File: config.mk
export PLATFORM = sky130hd
export DESIGN_NAME = seg_display_arbiter
export DESIGN_NICKNAME = d
export VERILOG_FILES = /design/src/rtl/seg_display_arbiter.sv
export SDC_FILE = /design/constraint.sdc
export NUM_CORES = 1
export LEC_CHECK = 0
export CORE_UTILIZATION = 25
export DETAILED_ROUTE_END_ITERATION = 10
export GPL_ROUTABILITY_DRIVEN = 0
export SYNTH_ARGS = -nofsm -noshare
export SYNTH_HDL_FRONTEND = slang
export SYNTH_SLANG_ARGS = --single-unit
File: constraint.sdc
create_clock -name clk -period 6.3 [get_ports clk]
set_clock_uncertainty 0.2 [all_clocks]
set_input_delay 0.945 -clock clk [delete_from_list [all_inputs] [get_ports clk]]
set_output_delay 0.945 -clock clk [all_outputs]
set_load 0.05 [all_outputs]
File: src/rtl/seg_display_arbiter.sv
// Shares one 8-digit seven-segment display between prioritized requesters.
// It converts the granted binary value to packed BCD with a double-dabble that processes one bit per cycle.
module seg_display_arbiter #(
  parameter int NUM_REQ     = 3,
  parameter int DATA_W      = 24,
  parameter int HOLD_CYCLES = 100
) (
  input  logic                      clk,
  input  logic                      rst,
  input  logic [NUM_REQ-1:0]        req,
  input  logic [NUM_REQ*DATA_W-1:0] req_data,
  output logic [NUM_REQ-1:0]        gnt,
  output logic [1:0]                owner,
  output logic                      busy,
  output logic [31:0]               bcd_out,
  output logic                      bcd_valid
);

  localparam int SR_W   = DATA_W + 32;
  localparam int CNT_W  = $clog2(DATA_W);
  localparam int HOLD_W = (HOLD_CYCLES > 1) ? $clog2(HOLD_CYCLES) : 1;
  localparam logic [CNT_W-1:0]  LAST_SHIFT = CNT_W'(DATA_W - 1);
  localparam logic [HOLD_W-1:0] HOLD_LOAD  = HOLD_W'(HOLD_CYCLES - 1);

  typedef enum logic [1:0] {
    IDLE    = 2'd0,
    CONVERT = 2'd1,
    SHOW    = 2'd2
  } state_t;

  state_t              state, state_next;
  logic [SR_W-1:0]     shift_reg, shift_next;
  logic [CNT_W-1:0]    shift_cnt;
  logic [HOLD_W-1:0]   hold;
  logic                win_valid;
  logic [1:0]          win_idx;
  logic [DATA_W-1:0]   win_data;
  logic                conv_done;

  // One double-dabble iteration: add 3 to every BCD nibble >= 5, then shift left.
  function automatic logic [SR_W-1:0] dabble_step(input logic [SR_W-1:0] sr);
    logic [SR_W-1:0] t;
    t = sr;
    for (int k = 0; k < 8; k++) begin
      if (t[DATA_W+4*k +: 4] >= 4'd5)
        t[DATA_W+4*k +: 4] = t[DATA_W+4*k +: 4] + 4'd3;
    end
    return t << 1;
  endfunction

  assign shift_next = dabble_step(shift_reg);
  assign conv_done  = (state == CONVERT) && (shift_cnt == LAST_SHIFT);
  assign busy       = (state == CONVERT);

  always_comb begin
    // NOTE: every signal gets a default first, so no path through this block infers a latch.
    gnt        = '0;
    win_valid  = 1'b0;
    win_idx    = '0;
    win_data   = '0;
    state_next = state;
    // Scanning from the top down lets the lowest eligible index overwrite the others.
    if (state != CONVERT) begin
      for (int i = NUM_REQ - 1; i >= 0; i--) begin
        if (req[i] && (state == IDLE || hold == '0 || 2'(i) == owner)) begin
          gnt       = '0;
          gnt[i]    = 1'b1;
          win_valid = 1'b1;
          win_idx   = 2'(i);
          win_data  = req_data[i*DATA_W +: DATA_W];
        end
      end
    end
    case (state)
      IDLE, SHOW: if (win_valid) state_next = CONVERT;
      CONVERT:    if (conv_done) state_next = SHOW;
      default:    state_next = IDLE;
    endcase
  end

  always_ff @(posedge clk) begin
    if (rst) state <= IDLE;
    else     state <= state_next;
  end

  always_ff @(posedge clk) begin
    // NOTE: non-blocking assignments make every register sample pre-edge values, independent of statement order.
    if (rst) begin
      owner     <= '0;
      hold      <= '0;
      shift_reg <= '0;
      shift_cnt <= '0;
      bcd_out   <= '0;
      bcd_valid <= 1'b0;
    end else begin
      bcd_valid <= 1'b0;
      if (state == SHOW && hold != '0)
        hold <= hold - 1'b1;
      if (win_valid) begin
        owner     <= win_idx;
        shift_reg <= {32'b0, win_data};
        shift_cnt <= '0;
      end else if (state == CONVERT) begin
        shift_reg <= shift_next;
        shift_cnt <= shift_cnt + 1'b1;
        // The final shift result goes straight to bcd_out, so the display never shows a partial value.
        if (conv_done) begin
          bcd_out   <= shift_next[SR_W-1 -: 32];
          bcd_valid <= 1'b1;
          hold      <= HOLD_LOAD;
        end
      end
    end
  end

endmodule

After elaboration in Yosys (flattened, before gate mapping). Index checks and enable logic that the tools add are counted.

Bits in registers: 105. Input port bits: 77. Output and inout bits: 39. Word-level logic and storage cells: 89.

$add $sub $neg: 10. Order comparisons: 8. Eq/ne operators: 8. Multiplexer cells: 34. Bitwise operators: 2. Reduce and logical (&&, ||, !) cells: 19.

Operator list (count): $mux W24 (6); $ge A4 B3 Y1 const B (8); $add A4 B2 Y4 const B (7); $mux W4 (7); $mux W7 (4); $mux W3 (5); $mux W2 (6); $logic_not A7 Y1 (1); $reduce_bool A7 Y1 (1); $sub A7 B1 Y7 const B (1); $add A5 B1 Y5 const B (1); $eq A5 B5 Y1 const B (1); $logic_and A1 B1 Y1 (5); $mux W1 (5); $logic_not A2 Y1 (2); $logic_or A1 B1 Y1 (4); $ne A2 B1 Y1 const B (2); $pmux W2 S2 (1); $reduce_or A2 Y1 (2); $add A3 B2 Y3 const B (1); $reduce_and A3 Y1 (1); $reduce_or A3 Y1 (1); $eq A1 B2 Y1 const A (1); $eq A2 B1 Y1 const B (1); other kinds (6) (7).

Logic depth before layout (Yosys ltp).
Word-level depth: 10. Gate-level depth with buffers: 9. Depth with buffers taken out: 7.

Least setup slack after synthesis. No wires, ideal clock.

Kind: input to output. Start: in req[0]. End: out gnt[1]. Arrival time: 2.255 ns. Required time: 5.155 ns. Slack: 2.900 ns. Stages on the path: 4. Path buffers: 0. Cells stage by stage: inv_1 > o21ai_0 > or3_1 > a21oi_1.

Cells in the longest elaborated chain, start to end: 3.

RTL lines: from (decl) (line 10) `input logic [NUM_REQ-1:0] req,`; $logic_and A1 B1 Y1 (line 65) `if (req[i] && (state == IDLE || hold == '0 || 2'(i) == owner)) begin`; $mux W3 (line 65); $mux W3 (line 63) `if (state != CONVERT) begin`; to (decl) (line 12) `output logic [NUM_REQ-1:0] gnt,`.

No other way between the ends.

Final worst setup path.
Start: in req[1]. End: out gnt[2].

Cells in the longest elaborated chain, start to end: 4.

RTL lines (line): $logic_and A1 B1 Y1 (65); $mux W3 (2 in a row) (65); $mux W3 (63).

No other way between the ends.

==> Implementation_results.wiki <==
{| class="wikitable"
! Metric !! Value
|-
| Cts bufs inserted || 9
|-
| CP endpoint kind || output port
|-
| VDD IR-drop max || 0.109 mV
|-
| Crit Path Max Fanout || 25
|-
| XOR/XNOR Fraction of Synth Area || 0.0270
|-
| Clock root cell || sky130_fd_sc_hd__clkbuf_16
|-
| Post-synthesis area per instance || 8.24 um^2
|-
| Count of nets left with antenna violations after detail routing || 0
|-
| Critical path's most frequent cell || sky130_fd_sc_hd__clkdlybuf4s50_1
|-
| Number of buffer and inverter stages on the critical path || 3
|-
| Cell area after synthesis || 5520 um^2
|-
| Core Region || 21400 um^2
|-
| Vias || 5035
|-
| Number of failing setup endpoints in the final timing report || 0
|-
| Diodes inserted || 0
|-
| Clock tree from TritonCTS || done
|-
| Hold buffers post-CTS || 0
|-
| Sequence of cells on the critical path || clkdlybuf4s50_1 > nor4b_2 > o31a_2 > nand2_1 > inv_1 > clkdlybuf4s50_1
|-
| Synth area leader || sky130_fd_sc_hd__dfxtp_1
|-
| Min-Delay Path Class || reg -> reg
|-
| RSZ-0062 raised after global routing || false
|-
| Wire length of the first global-routing pass || 22.9 mm
|-
| Total of max-cap violations || 0
|-
| Slack of the critical path || 1.66 ns
|-
| Reg-to-reg setup timing slack || 3.56 ns
|-
| Simple-gate share of the synthesized area || 0.183
|-
| Synth Area in Adders || 0.0408
|-
| Number of synthesis warnings || 0
|-
| Clock latency on the worst-skew pair || 0.35 ns
|-
| TritonCTS Sinks || 105
|-
| Overall overflow remaining after global route || 0
|-
| Final cell area excluding filler cells || 7170 um^2
|-
| Final Hold Viols || 0
|-
| F_max || 216 MHz
|-
| Flops & latches, synth || 105
|-
| Largest cells by area after synthesis || sky130_fd_sc_hd__dfxtp_1 38%, sky130_fd_sc_hd__a21oi_1 10%, sky130_fd_sc_hd__nand2_1 7.1%, sky130_fd_sc_hd__a221oi_2 4.9%, sky130_fd_sc_hd__ha_1 4.1%
|-
| Placed cell count || 1021
|-
| Number of DRC violations after detailed-routing iteration 0 || 245
|-
| Clock H-tree levels || 3
|-
| Total routing usage reported by global routing || 0.128
|-
| Ports || 116
|-
| Cell at the slowest stage of the critical path || sky130_fd_sc_hd__clkdlybuf4s50_1
|-
| Multiplexer share of the synthesized area || 0.0163
|-
| Height of the die || 151 um
|-
| Antenna violations before repair || 0
|-
| Leakage power of the design || 2.38 nW
|-
| Dominant combinational cell family by area after synthesis || compound AO/OA/AOI/OAI gates
|-
| Die boundary width || 151 um
|-
| Cell variety after synth || 45
|-
| Prevailing post-synth register cell || sky130_fd_sc_hd__dfxtp_1
|-
| Crit path DAT || 3.49 ns
|-
| Post-CTS Repair Setup Buffers || 0
|-
| Ratio of cells with drive above 1 in the final layout || 0.0710
|-
| Post-Route Setup TNS || 0 ns
|-
| Maximum number of pins on one net before global-route repair || 70
|-
| Status || finished, final reports clean
|-
| Synth Area in Compound Gates || 0.299
|-
| Final Net Count || 852
|-
| Wire length reported by the detailed router || 14.5 mm
|-
| Leading cell type by number of instances after synthesis || sky130_fd_sc_hd__a21oi_1
|-
| Worst slew margin relative to its limit || 0.305
|-
| Count of flip-flops with a built-in enable after synthesis || 0
|-
| Placement Cell Area || 6880 um^2
|-
| Pre-Repair DR Iteration Count || 4
|-
| Residual DRC count || 0
|-
| Most instantiated cells after synthesis || 114 x sky130_fd_sc_hd__a21oi_1, 105 x sky130_fd_sc_hd__dfxtp_1, 104 x sky130_fd_sc_hd__nand2_1
|-
| Die ar. || 22700 um^2
|-
| Number of gates given a new drive strength after cts || 0
|-
| Final Cycle Share || 0.736
|-
| Number of global-route vias before repair || 4637
|-
| Starting density of the core || 0.259
|-
| Post-layout min period || 4.64 ns
|-
| Number of vias per cell || 4.86
|-
| Category of cells accounting for the largest share of critical-path delay || buffers and inverters
|-
| Total of fill cells in the finished design || 2236
|-
| Mean routed wirelength per cell || 14.0 um
|-
| Count of standard-cell rows || 53
|-
| Detailed placement HPWL || 9.49 mm
|-
| Worst hold slack after final layout || 0.258 ns
|-
| Fraction of registers with async set/reset || 0
|-
| Post-synthesis net count || 765
|-
| Post-synthesis sequential area ratio || 0.381
|-
| Gate count of the mapped netlist || 670
|-
| Top cell type's share of synthesized area || 0.381
|-
| Synth-to-Final Area Change || 29.8%
|-
| Cell Count, Final, Fillers Out || 1036
|-
| Number of buffers on the longest clock path || 2
|-
| Worst slew pin tran || 1.04 ns
|-
| Max-slew violation count || 0
|-
| Flip-flop count of the largest register after layout || 56
|-
| Setup crit start kind || input pin
|-
| Critical path data required time || 5.15 ns
|-
| Count of input and output buffers || 115
|-
| Setup Slack @ Placement || 1.64 ns
|-
| Register clock-pin slew on the reported worst setup and hold paths || 0.08 ns
|-
| WS Path Type || in -> out
|-
| Delay of the slowest critical-path stage || 0.80 ns
|-
| Power per cell area || 205 nW/um^2
|}
path summary, 6_finish.rpt:
check | startpoint | end | cells past startpoint
worst max-delay path | req[1] | gnt[2] | 6
worst max register to register | hold[0]$_SDFF_PP0_ | shift_cnt[2]$_SDFFE_PP0P_ | 7
worst min register to register | bcd_out[6]$_SDFFE_PP0P_ | bcd_out[6]$_SDFFE_PP0P_ | 2
worst min-delay path | bcd_out[6]$_SDFFE_PP0P_ | bcd_out[6]$_SDFFE_PP0P_ | 2
placed cells by master (no fill, tap or decap), types with 2 or more instances in the layout:
cell                              netlist  layout
sky130_fd_sc_hd__nor3b_1               16      16
sky130_fd_sc_hd__nor2b_1                2       2
sky130_fd_sc_hd__nor3_1                15      15
sky130_fd_sc_hd__nand4_1                2       2
sky130_fd_sc_hd__nor2_4                 0       3
sky130_fd_sc_hd__mux2i_1                9       9
sky130_fd_sc_hd__nand2b_1              11      11
sky130_fd_sc_hd__xor2_1                 7       7
sky130_fd_sc_hd__nor2_1                45      42
sky130_fd_sc_hd__clkdlybuf4s50_1        0     114
sky130_fd_sc_hd__a211oi_1              23      23
sky130_fd_sc_hd__nand3_1                9       9
sky130_fd_sc_hd__clkinv_4               0       3
sky130_fd_sc_hd__dfxtp_1              105     105
sky130_fd_sc_hd__a22oi_1               23      23
sky130_fd_sc_hd__clkbuf_16              0       9
sky130_fd_sc_hd__buf_4                  0       6
sky130_fd_sc_hd__nand2_1              104     104
sky130_fd_sc_hd__o22a_1                 2       2
sky130_fd_sc_hd__o21ai_0               20      20
sky130_fd_sc_hd__ha_1                  18      18
sky130_fd_sc_hd__a221oi_1               6       6
sky130_fd_sc_hd__xnor2_1               10      10
sky130_fd_sc_hd__inv_1                 22      22
sky130_fd_sc_hd__a22o_1                23      23
sky130_fd_sc_hd__a21oi_1              114     114
sky130_fd_sc_hd__a221oi_2              18      18
sky130_fd_sc_hd__or2_2                  2       2
report_power, final:
part	internal (mW)	leakage, nW	switching, mW
clock network	0.284	0.142	0.270
registers	0.682	0.851	0.0223
logic	0.104	1.38	0.110
total	1.07	2.38	0.402
per-layer routing:
layer / vias up / wire (um) / track usage / share of wire
li1: 2590 / - / - / -
met4: 0 / 161 / 0.0335 / 0.011
met5: - / 0 / 0 / 0
met2: 115 / 6350 / 0.210 / 0.44
met1: 2317 / 7180 / 0.165 / 0.49
met3: 13 / 838 / 0.0315 / 0.058
cell type report:
class                   instances  area (um^2)  share of cell area
flip-flops and latches        105         2100               0.293
well taps                     275          344              0.0480
clock inverters                 5         51.3             0.00716
clock buffers                  10          239              0.0333
inverters                      22         82.6              0.0115
multi-input cells             498         3160               0.440
repair buffers                121         1190               0.166
kinds of logic after synthesis:
family | Yosys count
mux | 9
fa+ha+maj | 18
simple gates | 216
compound gates | 238
flops | 105
buf+inv | 67
xor+xnor | 17
tightest hold or removal path, stage by stage, from the launching register on:
cell                      delay (ns)
sky130_fd_sc_hd__dfxtp_1        0.31
sky130_fd_sc_hd__nand2_1        0.05
sky130_fd_sc_hd__a21oi_1        0.05
metrics by stage:
step / total power [mW] / util
finish: 1.47 / 0.336
global route: 1.55 / 0.336
CTS: 1.50 / 0.336
detailed placement: 0.936 / 0.322
global placement: 0.933 / 0.322
floorplan: 0.848 / -
No activity file was read; power rests on OpenSTA's default activity.
